$ cat config.mk
export PLATFORM = sky130hd
export DESIGN_NAME = uart_rx_flat
export DESIGN_NICKNAME = d
export VERILOG_FILES = /design/src/rtl/uart_rx_if.sv /design/src/rtl/uart_rx.sv /design/src/flat_wrapper.sv
export SDC_FILE = /design/constraint.sdc
export NUM_CORES = 1
export LEC_CHECK = 0
export ABC_AREA = 1
export ABC_CLOCK_PERIOD_IN_PS = 2400
export CORE_MARGIN = 3
export CORE_UTILIZATION = 43
export DETAILED_ROUTE_END_ITERATION = 7
export SETUP_SLACK_MARGIN = 0.2
export SLEW_MARGIN = 10
export SYNTH_ARGS = -nofsm -noshare
export SYNTH_HDL_FRONTEND = slang
export SYNTH_SLANG_ARGS = --single-unit
$ cat constraint.sdc
create_clock -name clk -period 2.4 [get_ports clk]
set_clock_uncertainty 0.1 [all_clocks]
set_input_delay 0.48 -clock clk [delete_from_list [all_inputs] [get_ports clk]]
set_output_delay 0.48 -clock clk [all_outputs]
set_load 0.01 [all_outputs]
$ cat src/rtl/uart_rx_if.sv
// AXI4-Stream style byte channel carrying received bytes towards the FIFO.
interface uart_rx_if #(
  parameter int unsigned DATA_WIDTH = 8
);
  logic [DATA_WIDTH-1:0] tdata;
  logic                  tvalid;
  logic                  tready;

  modport master (
    output tdata,
    output tvalid,
    input  tready
  );

  modport slave (
    input  tdata,
    input  tvalid,
    output tready
  );
endinterface

$ cat src/rtl/uart_rx.sv
// 8N1 serial receiver: two-flop synchroniser, mid-bit sampling via a clock-divider
// counter, one-deep output register on a stream master, framing/overrun pulses.
module uart_rx #(
  parameter int unsigned CLKS_PER_BIT = 434,
  parameter int unsigned DATA_WIDTH   = 8
) (
  input  logic      clk,
  input  logic      resetn,
  input  logic      rxd,
  uart_rx_if.master out,
  output logic      frame_err,
  output logic      overrun
);

  localparam int unsigned CntW = (CLKS_PER_BIT > 1) ? $clog2(CLKS_PER_BIT) : 1;
  localparam int unsigned IdxW = (DATA_WIDTH > 1) ? $clog2(DATA_WIDTH) : 1;

  localparam logic [CntW-1:0] BitLast  = CntW'(CLKS_PER_BIT - 1);
  localparam logic [CntW-1:0] HalfLast = CntW'(CLKS_PER_BIT / 2 - 1);
  localparam logic [IdxW-1:0] IdxLast  = IdxW'(DATA_WIDTH - 1);

  localparam logic [2:0] StIdle  = 3'd0;
  localparam logic [2:0] StStart = 3'd1;
  localparam logic [2:0] StData  = 3'd2;
  localparam logic [2:0] StStop  = 3'd3;
  localparam logic [2:0] StBreak = 3'd4;

  logic [1:0]            sync_q;
  logic                  rx_s;
  logic [2:0]            state_q, state_d;
  logic [CntW-1:0]       cnt_q, cnt_d;
  logic [IdxW-1:0]       idx_q, idx_d;
  logic [DATA_WIDTH-1:0] shreg_q, shreg_d;
  logic [DATA_WIDTH-1:0] tdata_q, tdata_d;
  logic                  tvalid_q, tvalid_d;
  logic                  frame_err_q, frame_err_d;
  logic                  overrun_q, overrun_d;
  logic                  stop_ok, stop_bad;
  logic                  handshake;

  assign rx_s = sync_q[1];

  // Frame sequencer: detect start edge, sample each bit at its centre, check the stop bit.
  always_comb begin
    state_d  = state_q;
    cnt_d    = cnt_q;
    idx_d    = idx_q;
    shreg_d  = shreg_q;
    stop_ok  = 1'b0;
    stop_bad = 1'b0;
    case (state_q)
      StIdle: begin
        if (!rx_s) begin
          cnt_d   = '0;
          state_d = StStart;
        end
      end
      StStart: begin
        if (cnt_q == HalfLast) begin
          cnt_d = '0;
          if (rx_s) begin
            state_d = StIdle;  // glitch, not a real start bit
          end else begin
            idx_d   = '0;
            state_d = StData;
          end
        end else begin
          cnt_d = cnt_q + 1'b1;
        end
      end
      StData: begin
        if (cnt_q == BitLast) begin
          cnt_d          = '0;
          shreg_d[idx_q] = rx_s;
          if (idx_q == IdxLast) begin
            state_d = StStop;
          end else begin
            idx_d = idx_q + 1'b1;
          end
        end else begin
          cnt_d = cnt_q + 1'b1;
        end
      end
      StStop: begin
        if (cnt_q == BitLast) begin
          cnt_d = '0;
          if (rx_s) begin
            stop_ok = 1'b1;
            state_d = StIdle;
          end else begin
            stop_bad = 1'b1;
            state_d  = StBreak;
          end
        end else begin
          cnt_d = cnt_q + 1'b1;
        end
      end
      StBreak: begin
        // Wait out a held-low line so it cannot produce a stream of bogus frames.
        if (rx_s) begin
          state_d = StIdle;
        end
      end
      default: state_d = StIdle;
    endcase
  end

  // Output register: load on a good stop bit when free, otherwise flag overrun.
  always_comb begin
    tvalid_d    = tvalid_q;
    tdata_d     = tdata_q;
    frame_err_d = stop_bad;
    overrun_d   = 1'b0;
    handshake   = tvalid_q & out.tready;
    if (stop_ok) begin
      if (!tvalid_q || handshake) begin
        tvalid_d = 1'b1;
        tdata_d  = shreg_q;
      end else begin
        overrun_d = 1'b1;
      end
    end else if (handshake) begin
      tvalid_d = 1'b0;
    end
  end

  // State registers with synchronous active-low reset.
  always_ff @(posedge clk) begin
    if (!resetn) begin
      sync_q      <= 2'b11;
      state_q     <= StIdle;
      cnt_q       <= '0;
      idx_q       <= '0;
      shreg_q     <= '0;
      tdata_q     <= '0;
      tvalid_q    <= 1'b0;
      frame_err_q <= 1'b0;
      overrun_q   <= 1'b0;
    end else begin
      sync_q      <= {sync_q[0], rxd};
      state_q     <= state_d;
      cnt_q       <= cnt_d;
      idx_q       <= idx_d;
      shreg_q     <= shreg_d;
      tdata_q     <= tdata_d;
      tvalid_q    <= tvalid_d;
      frame_err_q <= frame_err_d;
      overrun_q   <= overrun_d;
    end
  end

  assign out.tdata  = tdata_q;
  assign out.tvalid = tvalid_q;
  assign frame_err  = frame_err_q;
  assign overrun    = overrun_q;

endmodule
$ cat src/flat_wrapper.sv
// flat-port wrapper written by rule: the top's interface ports become plain ports
module uart_rx_flat 
#(
  parameter int unsigned CLKS_PER_BIT = 434,
  parameter int unsigned DATA_WIDTH   = 8
)
  (clk, resetn, rxd, frame_err, overrun, out_tdata, out_tvalid, out_tready);
  uart_rx_if #(.DATA_WIDTH(DATA_WIDTH)) out_i ();
  input  logic clk;
  input  logic resetn;
  input  logic rxd;
  output logic frame_err;
  output logic overrun;
  output wire logic [$bits(out_i.tdata)-1:0] out_tdata;
  output wire logic [$bits(out_i.tvalid)-1:0] out_tvalid;
  input wire logic [$bits(out_i.tready)-1:0] out_tready;
  assign out_tdata = out_i.tdata;
  assign out_tvalid = out_i.tvalid;
  assign out_i.tready = out_tready;
  uart_rx #(.CLKS_PER_BIT(CLKS_PER_BIT), .DATA_WIDTH(DATA_WIDTH)) u_core (.clk(clk), .resetn(resetn), .rxd(rxd), .out(out_i), .frame_err(frame_err), .overrun(overrun));
endmodule
======== After elaboration in Yosys (flattened, before gate mapping) ========
Cells that the tools add are included.
Widths: inputs -> output; s select.
word-level totals
  flip-flop bits (word level) ............. 36
  bits in latches ......................... 0
  RAM bits ................................ 0
  memory bits (read-only) ................. 0
  bits of input ports ..................... 4
  output and inout bits ................... 11
  word-level logic and storage cells ...... 75
  memories kept ........................... 0
cells by class
  add/sub/neg operators ................... 2
  multiply operators ...................... 0
  div/mod/pow operators ................... 0
  magnitude comparators ................... 2
  eq/ne operators ......................... 16
  shift operators ......................... 0
  multiplexer cells ....................... 29
  bitwise gates (word level) .............. 1
  reductions and logical operators ........ 16
operator list
  cell                 count
  $mux 3               11
  $mux 9               3
  $pmux 9 s3           1
  $pmux 3 s5           1
  $ne 2x1->1 const B   5
  $reduce_and 2->1     5
  $add 9x1->9 const B  1
  $eq 9x8->1 const B   1
  $eq 9x9->1 const B   1
  $mux 1               9
  $bwmux 8             1
  $ne 2x2->1 const B   4
  $eq 3x2->1 const B   2
  $eq 3x3->1 const B   2
  $pmux 3 s2           1
  $reduce_and 6->1     1
  $reduce_and 5->1     1
  $lt 3x4->1 const B   1
  $reduce_bool 2->1    2
  $add 3x1->3 const B  1
  $demux 1 s3          1
  $eq 3x1->1 const B   1
  $ge 3x1->1 const B   1
  $logic_not 3->1      1
  8 further kinds      8

======== Longest topological paths before layout ========
  word-level depth ........................ 5
  depth in mapped cells ................... 12
  gate-level depth less buffers ........... 12

======== Least setup slack after synthesis ========
Ideal clock, no wire load.
  path type ............................... register to register
  start point ............................. register u_core.cnt_q[0]
  end point ............................... register u_core.tdata_q[6] (netlist: u_core.out.tdata[6])
  setup time .............................. 117 ps
  arrival ................................. 1,320 ps
  data required time ...................... 2,183 ps
  path slack .............................. 864 ps
  cell stages (with the launch flop) ...... 10
  path buffers ............................ 1
  clock period less this slack ............ 1,536 ps
  path through ............................ dfxtp_1 ha_1 nand2_1 nor2_1 nand2_2 nor2_2 nand2_2 buf_6 o21ai_1 a21oi_1
on the way
  word-level cells in the longest chain between the ends .. 4
ends and longest elaborated chain
  what                        RTL line        RTL
  start: declaration          uart_rx.sv:31   logic [CntW-1:0] cnt_q, cnt_d;
  start signal: assignment    uart_rx.sv:142  cnt_q <= cnt_d;
  $eq 9x9->1                  uart_rx.sv:85   if (cnt_q == BitLast) begin
  $mux 1                      uart_rx.sv:85
  $mux 1                      uart_rx.sv:51   case (state_q)
  $reduce_and 2->1 (no line)  -
  end signal: assignment      uart_rx.sv:145  tdata_q <= tdata_d;
  end: declaration            uart_rx.sv:34   logic [DATA_WIDTH-1:0] tdata_q, tdata_d;
No other way between the ends.
A chain may end at the register's enable or synchronous reset.

======== Worst setup path after layout ========
  start point ............................. register u_core.cnt_q[0]
  end point ............................... register u_core.cnt_q[3]
on the way
  word-level cells in the longest chain between the ends .. 3
  elaborated cells between the ends (all ways) .. 6
  classes of those cells .................. add/sub (1); eq/ne (2); mux (3)
ends and longest elaborated chain
  what                                 RTL line
  $add 9x1->9 (tied with other cells)  uart_rx.sv:68, uart_rx.sv:81, uart_rx.sv:95
  $mux 9, on equally long branches     uart_rx.sv:72, uart_rx.sv:85, uart_rx.sv:59
  $pmux 9 s3 *                         uart_rx.sv:51
Every way passes the cells marked *; elsewhere a longest branch is shown, timed or not.

==> impl_results.md <==
* DR vias/cell at 4.57
* Worst r2r src: u_core.cnt_q[0]$_SDFFE_PN0P_
* Crit path kind: reg -> reg
* Flop-to-flop setup slack at 630 ps
* CP Launch Type: flip-flop
* Core Util, Final at 0.521
* Final hold vios at 0
* Width of the chip at 71.2 um
* Slowest stage delay, CP at 420 ps
* Initial DRC count at 76
* Final nets at 303
* Max FO, Critical Path at 9
* Post-synth top area cell: dfxtp_1
* Resize count post-CTS at 0
* Min-Delay Path Class: reg -> reg
* Overflow after GRT at 0
* Clock power share at 0.284
* Clk sinks at 36
* Synth unique cells at 26
* Top cell type's share of synthesized area at 0.394
* Crit-path cells: ha_1, nand2_1, nor2_1, nand2_2, nand3_1, nand2_1, nor2_1, nor2_1
* Max-slew violations at 0
* Max Cap Viol at 0
* Mapped Area at 1830 um2
* Via count at 1578
* CP arrival at 1840 ps
* Fin crit share at 0.738
* Routed Wire Length at 3.37 mm
* Final non-filler cell total at 345
* Drt drc at 0
* Worst vdd ir at 0.596 mV
* Slowest stage cell on the critical path: dfxtp_1
* Worst Max-Slew Pin Slew at 486 ps
* DP HPWL at 2.52 mm
* RR Endpoint: u_core.cnt_q[3]$_SDFFE_PN0P_
* Synth warn at 0
* Hold path cells at 1
* H-Tree Depth at 2
* Worst reg2reg path depth at 8
* Hold Crit Endpoint: u_core.sync_q[1]$_SDFF_PN1_
* Placed cells at 337
* P_sw at 709 uW
* Worst setup startpoint: u_core.cnt_q[0]$_SDFFE_PN0P_
* TritonCTS clock tree: yes
* F_max at 0.565 GHz
* Sequential Power Share at 0.391
* LEAKAGE at 0.000902 uW
* Ranking of synthesized cells by area: dfxtp_1, nand2_1, nor2_1
* Routability cong. at 0.825
* Die footprint at 5080 um2
* Post-DRT Antenna Nets at 0
* Setup_tns at 0 ps
* Largest net degree at the start of global routing at 17
* Antenna diodes at 0
* Cell-internal power at 1150 uW
* Syn avg cell area at 6.61 um2
* # setup viols final at 0
* PortBufs at 14
* Hold path start: u_core.sync_q[0]$_SDFF_PN1_
* # IOs at 15
* Setup bufs post-CTS at 0
* Pwr Density at 882 nW/um2
* DRT Pass-1 Iters at 4
* Minimum clock period at 1770 ps
* Cts hold-fix bufs at 0
* Syn nets at 286
* Clk_lat worst skew at 290 ps
* Vias in the first global route at 1434
* GRT Overall Usage at 0.156
* CP required at 2470 ps
* Run status: finished, final reports clean
* #FFs+latches synth at 36
* Core area at 4060 um2
* Num CTS Buffers at 5
* Seq/Total Area, Yosys at 0.394
* Slew margin rel. at 0.676
* Mapped Cells at 277
* Sw frac at 0.381
* Layout cells sized above 1 at 0.0949
* First-pass GRT wire length at 6.35 mm
* Clk root buf: clkbuf_8
* Placed Area at 2000 um2
* FP Rows at 23
* Routed WL per cell at 9.76 um
* Area grow syn2layout at 15.4%
* Chip Height at 71.2 um
* Initial antenna violation count at 0
* Logic pwr share at 0.325
* Most used cell along the critical path: nor2_1
* RSZ-0062 raised after global routing: no
* Finished Cell Area at 2110 um2
* Crit. End Element: flip-flop
* Clk pin slew, worst setup/hold paths at 70 ps
* Initial core utilization at 0.451
* CTS Buffer Depth at 2
## per-stage QoR
| stage | setup WS [ps] | hold WS [ps] | power [uW] |
|---|---|---|---|
| finish | 629 | 316 | 1860 |
| floorplan | 864 | 293 | 1230 |
| global route | 373 | 333 | 2040 |
| detailed placement | 621 | 299 | 1350 |
| global placement | 643 | 300 | 1350 |
| CTS | 628 | 316 | 1890 |
## cells in the mapped netlist
library cell	n
o21ai_1	1
inv_2	4
inv_1	41
xor2_1	1
nor2_2	2
nor3_1	4
buf_6	2
a21boi_0	1
nor3_2	1
nand2_1	77
o21ai_0	14
nand2_2	3
nor2_4	2
a21oi_1	15
nor2_1	47
a21oi_2	1
o21ai_2	1
clkbuf_8	1
o21ai_4	1
nand2_4	1
ha_1	5
nand3b_1	1
dfxtp_1	36
nand3_1	10
clkbuf_1	3
or2_2	2
## critical path, delay by kind of cell (launching register included)
| family | cells | cell delay (ps) |
|---|---|---|
| AND/OR/NAND/NOR | 7 | 960 |
| flip-flops | 1 | 420 |
| adder cells (fa/ha/maj) | 1 | 170 |
## cells by family (layout without fill, tap and decap cells)
| group | Yosys count | in the layout | share of synthesized area |
|---|---|---|---|
| simple gates | 150 | 150 | 0.345 |
| buf+inv | 51 | 69 | 0.118 |
| flops | 36 | 36 | 0.394 |
| compound gates | 34 | 34 | 0.105 |
| fa+ha+maj | 5 | 5 | 0.0342 |
| xor+xnor | 1 | 1 | 0.00479 |
## metal layers
metal / wire length, um / vias to the layer above / global-route usage
met5: 0 / - / 0
met4: 68 / 0 / 0.0731
met3: 136 / 6 / 0.0421
met2: 1400 / 24 / 0.219
met1: 1760 / 673 / 0.221
li1: - / 875 / -
## final cells by class
type,count,area (um2)
clock buffers,5,68.8
clock inverters,3,42.5
fillers,426,1950
inverters,45,169
multi-input cells,190,893
flip-flops and latches,36,721
well taps,50,62.6
repair buffers,16,155
## sequential cells by signal, summed over array words and instances, names as in the netlist
signal	cells
u_core.cnt_q	9
u_core.out.tdata	8
u_core.shreg_q	8
u_core.idx_q	3
u_core.state_q	3
u_core.sync_q	2
u_core.frame_err	1
u_core.out.tvalid	1
u_core.overrun	1
## layout by cell type (no fill, tap or decap), types with 2 or more instances in the layout
master,instances
nand2_2,3
nor2_4,2
a21oi_1,15
nand2_1,77
dfxtp_1,36
nor2_2,2
inv_2,4
buf_4,2
clkdlybuf4s50_1,14
inv_1,41
nor2_1,47
nand3_1,10
o21ai_0,14
clkbuf_8,5
or2_2,2
nor3_1,4
ha_1,5
## how the worst max path moves through the flow
| stage | to | slack (ps) | cells past startpoint |
|---|---|---|---|
| after floorplan | u_core.out.tdata[6]$_SDFFE_PN0P_ | 860 | 9 |
| after global placement | u_core.out.tdata[3]$_SDFFE_PN0P_ | 640 | 6 |
| after detailed placement | u_core.cnt_q[5]$_SDFFE_PN0P_ | 620 | 8 |
| after CTS | u_core.cnt_q[3]$_SDFFE_PN0P_ | 630 | 8 |
| after global routing | u_core.out.tdata[4]$_SDFFE_PN0P_ | 370 | 8 |
| final | u_core.cnt_q[3]$_SDFFE_PN0P_ | 630 | 8 |
## power groups by stage
stage	clock, uW	sequential, uW	combinational, uW
after floorplan	0	727	500
after global routing	579	743	719
final	529	729	605
after global placement	0	743	606
after CTS	547	730	609
after detailed placement	0	744	608
Note: power is estimated with default switching activity, not from simulation.
